==> config.mk <==
export PLATFORM = sky130hd
export DESIGN_NAME = divider_err_stats
export DESIGN_NICKNAME = d
export VERILOG_FILES = /design/src/rtl/divider_err_stats.sv
export SDC_FILE = /design/constraint.sdc
export NUM_CORES = 1
export LEC_CHECK = 0
export BUFFER_PORTS_ARGS = -buffer_cell sky130_fd_sc_hd__buf_2
export CAP_MARGIN = 15
export CORE_ASPECT_RATIO = 1.2
export CORE_UTILIZATION = 25
export CTS_BUF_LIST = sky130_fd_sc_hd__clkbuf_2
export CTS_CLUSTER_SIZE = 16
export DETAILED_ROUTE_END_ITERATION = 16
export HOLD_SLACK_MARGIN = 0.1
export PLACE_DENSITY = 0.43
export SYNTH_ARGS = -nofsm -noshare
export SYNTH_HDL_FRONTEND = slang
export SYNTH_SLANG_ARGS = --single-unit
==> constraint.sdc <==
create_clock -name clk -period 3.8 [get_ports clk]
set_clock_uncertainty 0.2 [all_clocks]
set_input_delay 0.19 -clock clk [delete_from_list [all_inputs] [get_ports clk]]
set_output_delay 0.19 -clock clk [all_outputs]
set_load 0.02 [all_outputs]
==> src/rtl/divider_err_stats.sv <==
// Windowed error statistics between approximate and accurate divider quotients.
// Accumulates 2^LOG2_N accepted samples, then publishes results with a one-cycle done pulse.
module divider_err_stats #(
  parameter int unsigned LOG2_N = 8,
  parameter int unsigned THRESH = 4
) (
  input  logic                clk,
  input  logic                rst_n,
  input  logic                start,
  input  logic                in_valid,
  input  logic [7:0]          app_q,
  input  logic [7:0]          acc_q,
  output logic                busy,
  output logic                done,
  output logic [7:0]          max_err,
  output logic [8+LOG2_N-1:0] sum_err,
  output logic [7:0]          mean_err,
  output logic [LOG2_N:0]     mis_cnt,
  output logic [LOG2_N:0]     over_cnt,
  output logic [LOG2_N:0]     under_cnt,
  output logic [LOG2_N:0]     thr_cnt
);

  localparam int unsigned SW = 8 + LOG2_N;
  localparam int unsigned CW = LOG2_N + 1;
  localparam logic [CW-1:0] LAST = CW'((1 << LOG2_N) - 1);

  typedef enum logic [1:0] {IDLE, ACCUM, REPORT} state_t;

  state_t        state_q;
  logic [SW-1:0] sum_q, sum_d;
  logic [7:0]    max_q, max_d, abs_err;
  logic [CW-1:0] mis_q, mis_d, over_q, over_d, under_q, under_d, thr_q, thr_d, cnt_q, cnt_d;
  logic          is_over, is_under, is_thr;

  always_comb begin
    is_over  = app_q > acc_q;
    is_under = app_q < acc_q;
    abs_err  = is_over ? (app_q - acc_q) : (acc_q - app_q);
    is_thr   = abs_err > 8'(THRESH);
    sum_d    = sum_q + SW'(abs_err);
    max_d    = (abs_err > max_q) ? abs_err : max_q;
    mis_d    = mis_q + CW'(is_over | is_under);
    over_d   = over_q + CW'(is_over);
    under_d  = under_q + CW'(is_under);
    thr_d    = thr_q + CW'(is_thr);
    cnt_d    = cnt_q + CW'(1);
  end

  always_ff @(posedge clk or negedge rst_n) begin
    if (!rst_n) begin
      state_q   <= IDLE;
      sum_q     <= '0;
      max_q     <= '0;
      mis_q     <= '0;
      over_q    <= '0;
      under_q   <= '0;
      thr_q     <= '0;
      cnt_q     <= '0;
      busy      <= 1'b0;
      done      <= 1'b0;
      max_err   <= '0;
      sum_err   <= '0;
      mean_err  <= '0;
      mis_cnt   <= '0;
      over_cnt  <= '0;
      under_cnt <= '0;
      thr_cnt   <= '0;
    end else begin
      done <= 1'b0;
      case (state_q)
        // start behaves identically in IDLE and ACCUM: clear and (re)enter ACCUM
        IDLE, ACCUM: begin
          if (start) begin
            sum_q   <= '0;
            max_q   <= '0;
            mis_q   <= '0;
            over_q  <= '0;
            under_q <= '0;
            thr_q   <= '0;
            cnt_q   <= '0;
            busy    <= 1'b1;
            state_q <= ACCUM;
          end else if (state_q == ACCUM && in_valid) begin
            sum_q   <= sum_d;
            max_q   <= max_d;
            mis_q   <= mis_d;
            over_q  <= over_d;
            under_q <= under_d;
            thr_q   <= thr_d;
            cnt_q   <= cnt_d;
            if (cnt_q == LAST) begin
              max_err   <= max_d;
              sum_err   <= sum_d;
              mean_err  <= sum_d[SW-1:LOG2_N];
              mis_cnt   <= mis_d;
              over_cnt  <= over_d;
              under_cnt <= under_d;
              thr_cnt   <= thr_d;
              done      <= 1'b1;
              busy      <= 1'b0;
              state_q   <= REPORT;
            end
          end
        end
        REPORT:  state_q <= IDLE;
        default: state_q <= IDLE;
      endcase
    end
  end

endmodule

Word level (Yosys, flattened, before mapping):

Index checks and enable logic that the tools add are counted.

* output and inout port bits: 70
* bits of input ports: 20
* logic and storage cells: 71
* register bits: 141

* add/sub/neg operators: 8
* eq/ne operators: 4
* multiplexer cells: 27
* reduce and logical (&&, ||, !) cells: 9
* $lt $le $gt $ge: 4
* bitwise gates (word level): 2

Operators by type and width (count)
* $mux W9: 10
* $add A9 B1 Y9: 4
* $mux W16: 2
* $mux W8: 4
* $add A16 B8 Y16: 1
* $gt A8 B8 Y1: 2
* $sub A8 B8 Y8: 2
* $add A9 B1 Y9 const B: 1
* $eq A9 B8 Y1 const B: 1
* $gt A8 B3 Y1 const B: 1
* $lt A8 B8 Y1: 1
* $mux W2: 4
* $mux W1: 7
* $ne A3 B3 Y1 const B: 2
* $reduce_and A2 Y1: 2
* $reduce_and A4 Y1: 1
* $reduce_bool A2 Y1: 2
* $reduce_and A3 Y1: 1
* $eq A2 B1 Y1 const B: 1
* $logic_not A2 Y1: 1
* $reduce_or A2 Y1: 1
* $logic_and A1 B1 Y1: 1
* $not A1 Y1: 1
* $or A1 B1 Y1: 1

Longest topological paths before layout:

* depth after elaboration: 6
* mapped depth: 21
* gate-level depth less buffers: 20

Least setup slack after synthesis:

Ideal clock, no wire load.

* kind: input to register
* start point: in app_q[0]
* end point: reg thr_cnt[8]
* arrival: 3903 ps
* setup slack: -438 ps
* buffers on the path: 0
* required time: 3465 ps
* library setup time: 135 ps
* stages: 19
* path through: inv_1 -> ha_1 -> inv_1 -> fa_1 -> nand3_1 -> a21oi_2 -> o22ai_2 -> mux2i_2 -> a21boi_0 -> o21ai_0 -> xor2_1 -> or4_1 -> ha_1 -> ha_1 -> and3_1 -> and3_1 -> nand3_1 -> xor2_1 -> o21ai_0

* cells in the longest elaborated chain, start to end: 4
* elaborated cells on any way between the ends: 6
* classes of those cells: add/sub: 3; order compare: 2; mux: 1

Ends and longest elaborated chain
* from (decl): RTL line 11 `input logic [7:0] app_q,`
* $sub A8 B8 Y8 or $gt A8 B8 Y1 (tied branches): RTL line 39, 37
* $mux W8 (*): RTL line 39 `abs_err = is_over ? (app_q - acc_q) : (acc_q - app_q);`
* $gt A8 B3 Y1 (*): RTL line 40 `is_thr = abs_err > 8'(THRESH);`
* $add A9 B1 Y9 (*): RTL line 46 `thr_d = thr_q + CW'(is_thr);`
* to (signal assigned): RTL line 99 `thr_cnt <= thr_d;`
* to (decl): RTL line 21 `output logic [LOG2_N:0] thr_cnt`

Mark *: on every way between the ends. The rest lies on a longest branch, timed or not.
A chain may end at the register's enable or synchronous reset.

Worst setup path after layout:

* start point: in acc_q[3]
* end point: reg thr_q[7]

* cells in the longest elaborated chain, start to end: 6
* elaborated cells on any way between the ends: 8
* classes of those cells: add/sub: 3; order compare: 2; mux: 3

Ends and longest elaborated chain
* from (decl): RTL line 12 `input logic [7:0] acc_q,`
* $sub A8 B8 Y8 or $gt A8 B8 Y1 (tied branches): RTL line 39, 37
* $mux W8 (*): RTL line 39
* $gt A8 B3 Y1 (*): RTL line 40
* $add A9 B1 Y9 (*): RTL line 46
* $mux W9 (*): RTL line 84 `end else if (state_q == ACCUM && in_valid) begin`
* $mux W9 (*): RTL line 74 `if (start) begin`
* to (signal assigned): RTL line 90 `thr_q <= thr_d;`
* to (decl): RTL line 33 `logic [CW-1:0] mis_q, mis_d, over_q, over_d, under_q, under_d, thr_q, thr_d, cnt_q, cnt_d;`

Mark *: on every way between the ends. The rest lies on a longest branch, timed or not. The select of a mux whose other input is x is not followed.

==> impl_results.md <==
- Global-route wire length before repair: 30.68 mm
- Hold depth: 9
- FMAX: 267.7 MHz
- Die width: 157.7 um
- GRT Util Overall: 0.1326
- Detailed Route Iter0 Violations: 236
- DP Wirelength: 12.91 mm
- Max-Cap Viols: 0
- Worst hold path class: in -> reg
- Largest family of logic cells by synthesized area: compound AO/OA/AOI/OAI gates
- Starting Density: 0.2535
- Syn. warnings: 0
- Core area: 28,670 um2
- Wl on met1: 8.809 mm
- First-pass DRT Iterations: 4
- DR WL/cell: 14.06 um
- Met3 WL: 429 um
- Post-synthesis sequential area ratio: 0.4578
- HP Start: app_q[3]
- Nets: 1,008
- PortBufs: 89
- Worst Setup Start Kind: input pin
- Leak Pwr: 0.004553 uW
- Num CTS Buffers: 17
- Tcrit/Tclk final: 0.9830
- Synthesized instance count: 778
- Metal2 WL: 9.398 mm
- Fin crit period: 3.736 ns
- Power per cell area: 376.5 nW/um2
- Crit path largest cell delay: 0.58 ns
- Crit-path cells: dlygate4sd3_1, buf_2, ha_4, buf_4, nand3_4, a21oi_4, o22ai_4, buf_4, a221o_2, nand4_1, a31oi_2, xnor2_2, or4_4, ha_4, and3_1, and3_4, and3_1, o21ai_0, nand2_1, o21ai_0
- Vias in the first global route: 5,892
- CP endpoint kind: register
- Clk Latency, worst-skew pair: 0.74 ns
- Post-synthesis xor/xnor area fraction: 0.05542
- Utilization after layout: 0.3292
- Simple-Gate Fraction of Synth Area: 0.1573
- H-Tree Depth: 4
- Crit Path Max Fanout: 5
- Post-Route WL: 18.90 mm
- Layout cells sized above 1: 0.2829
- Mux cell area share after synthesis: 0.02444
- Post-DP Area: 8755 um2
- R2R setup slack: 0.76 ns
- CP Class: in -> reg
- Worst-path clk slew: 0.25 ns
- Top FF cell, synth: dfrtp_1
- EDFF count, synth: 0
- Syn_nets: 841
- Maximum VDD drop: 0.1534 mV
- DR vias: 5,959
- Longest Clk Path Bufs: 2
- Area leader, netlist: dfrtp_1
- CP arrival: 4.23 ns
- Antenna violations before repair: 1
- Gpl congestion: 0.7914
- Max_slew headroom: 0.5056
- Clock Tree Root: clkbuf_2
- Design Area, Final: 9440 um2
- Worst path bufs/invs: 4
- Post-route ant nets: 0
- CP max-delay cell: or4_4
- Worst Tran Pin Value: 0.7408 ns
- Top delay family on crit path: simple AND/OR/NAND/NOR gates
- Data required, critical path: 4.29 ns
- FILL cells: 3,052
- Adder-Cell Fraction of Synth Area: 0.07849
- Yosys reg bits: 133
- Avg Inst Size Synth: 9.344 um2
- Post-synth ARST share: 1.000
- I/O pin count: 90
- Worst r2r src: cnt_q[1]
- Cell area after synthesis: 7269 um2
- Commonest cells post-synth: nand2_1 (166), dfrtp_1 (133), o21ai_0 (99), ha_1 (40), inv_1 (38)
- Setup violators final: 0
- Worst r2r path cells: 10
- Final hold vios: 0
- Unique cell type count in the Yosys netlist: 60
- Full die area: 29,770 um2
- Placed Cells: 1,285
- Terminus of the critical flop-to-flop path: state_q[0]
- Post-DR vias/cell: 4.434
- Final routed DRC violation total: 0
- Die Y: 188.8 um
- Area growth from synthesis to layout: 29.86%
- Multi-input gate area: 3920 um2
- Hold WS: 0.1875 ns
- Count leader, synth: nand2_1
- Cell row count: 68
- Clock Sinks: 133
- TritonCTS clock tree: built
- Hold EP: max_err[4]
- Synth top area cells: dfrtp_1 (46%), nand2_1 (8.6%), ha_1 (6.9%), o21ai_0 (6.8%), xnor2_1 (4.5%)
- Fin Setup TNS: 0 ns
- Register area: 3328 um2
- Max-slew violations: 0
- Synth top area share: 0.4578
- Max layer used: met4
- Status: finished clean
- Finished Layout Cells: 1,344
- Synth Area in Compound Gates: 0.1788
- GRT overflow: 0
- Largest net degree at the start of global routing: 106
-- power by group --
| group | internal (uW) | leakage [uW] | switching, uW |
|---|---|---|---|
| combinational | 593 | 0.00258 | 586 |
| sequential | 1470 | 0.00183 | 61.4 |
| clock | 204 | 0.000138 | 636 |
| total | 2270 | 0.00455 | 1280 |
-- cell usage in the layout (no fill, tap or decap), types with 5 or more instances in the layout --
cell	count
nand2_1	164
dfrtp_1	133
o21ai_0	93
buf_2	87
buf_4	72
inv_1	35
xnor2_1	33
ha_1	31
o21ai_1	27
a22o_1	24
and3_1	23
dlygate4sd3_1	21
nor2_1	17
clkbuf_2	17
nand3_1	13
mux2i_1	11
a21oi_1	9
xor2_1	8
ha_4	8
a21o_1	7
nand4_1	6
inv_6	5
-- kinds of logic (layout without fill, tap and decap cells) --
logic type	Yosys count	in the layout
XOR/XNOR	46	46
flip-flops	133	133
AO/OA/AOI/OAI	203	204
multiplexers	17	17
adder cells (fa/ha/maj)	44	44
buffers and inverters	80	259
AND/OR/NAND/NOR	255	255
other	0	1
-- state kept, by name (all words and copies together), names as in the netlist --
name / cells
sum_err: 16
sum_q: 16
cnt_q: 9
mis_cnt: 9
mis_q: 9
over_cnt: 9
over_q: 9
thr_cnt: 9
thr_q: 9
under_cnt: 9
under_q: 9
max_err: 8
max_q: 8
state_q: 2
busy: 1
done: 1
-- through the flow --
step / power [uW] / worst slack (ns)
after detailed placement: 2599 / -0.4402
final: 3554 / 0.06446
after global placement: 2597 / -0.3972
after global routing: 3807 / -0.01351
after CTS: 3510 / 0.03043
after floorplan: 2206 / -0.05142
-- how the worst max path moves through the flow --
stage               cells past startpoint         end  slack [ns]  startpoint
global route                           19    max_q[6]       -0.01    acc_q[3]
detailed placement                     23  thr_cnt[8]       -0.44    app_q[0]
floorplan                              19  thr_cnt[8]       -0.05    app_q[0]
CTS                                    22  max_err[4]        0.03    acc_q[0]
global placement                       19  thr_cnt[8]       -0.40    app_q[4]
finish                                 20    thr_q[7]        0.06    acc_q[3]
-- layer usage --
metal,track usage,vias to the layer above
li1,-,2996
met4,0.04257,0
met1,0.1726,2864
met2,0.2199,81
met3,0.02392,18
met5,0,-
-- cell type report --
class,count,share of cell area
multi-input cells,566,0.4152
diodes,1,0.0002651
well taps,385,0.05103
clock buffers,17,0.009013
flip-flops and latches,133,0.3526
clock inverters,15,0.01445
repair buffers,189,0.1410
inverters,38,0.01643
-- worst min-delay path: stages --
cell and delay, ns:
buf_2 0.11, inv_2 0.06, ha_4 0.14, a211o_1 0.09
nand2_1 0.04, o211ai_1 0.15, xnor2_2 0.12, mux2i_1 0.15
o21ai_1 0.07
-- repair_timing --
item | CTS | global route
endpoints found under the hold margin | 249 | 0
setup buffers | 0 | 3
hold buffers | 23 | 0
resized for setup | 0 | 41
setup endpoints to repair | 0 | 46
Power figures use the tool's default switching activity.
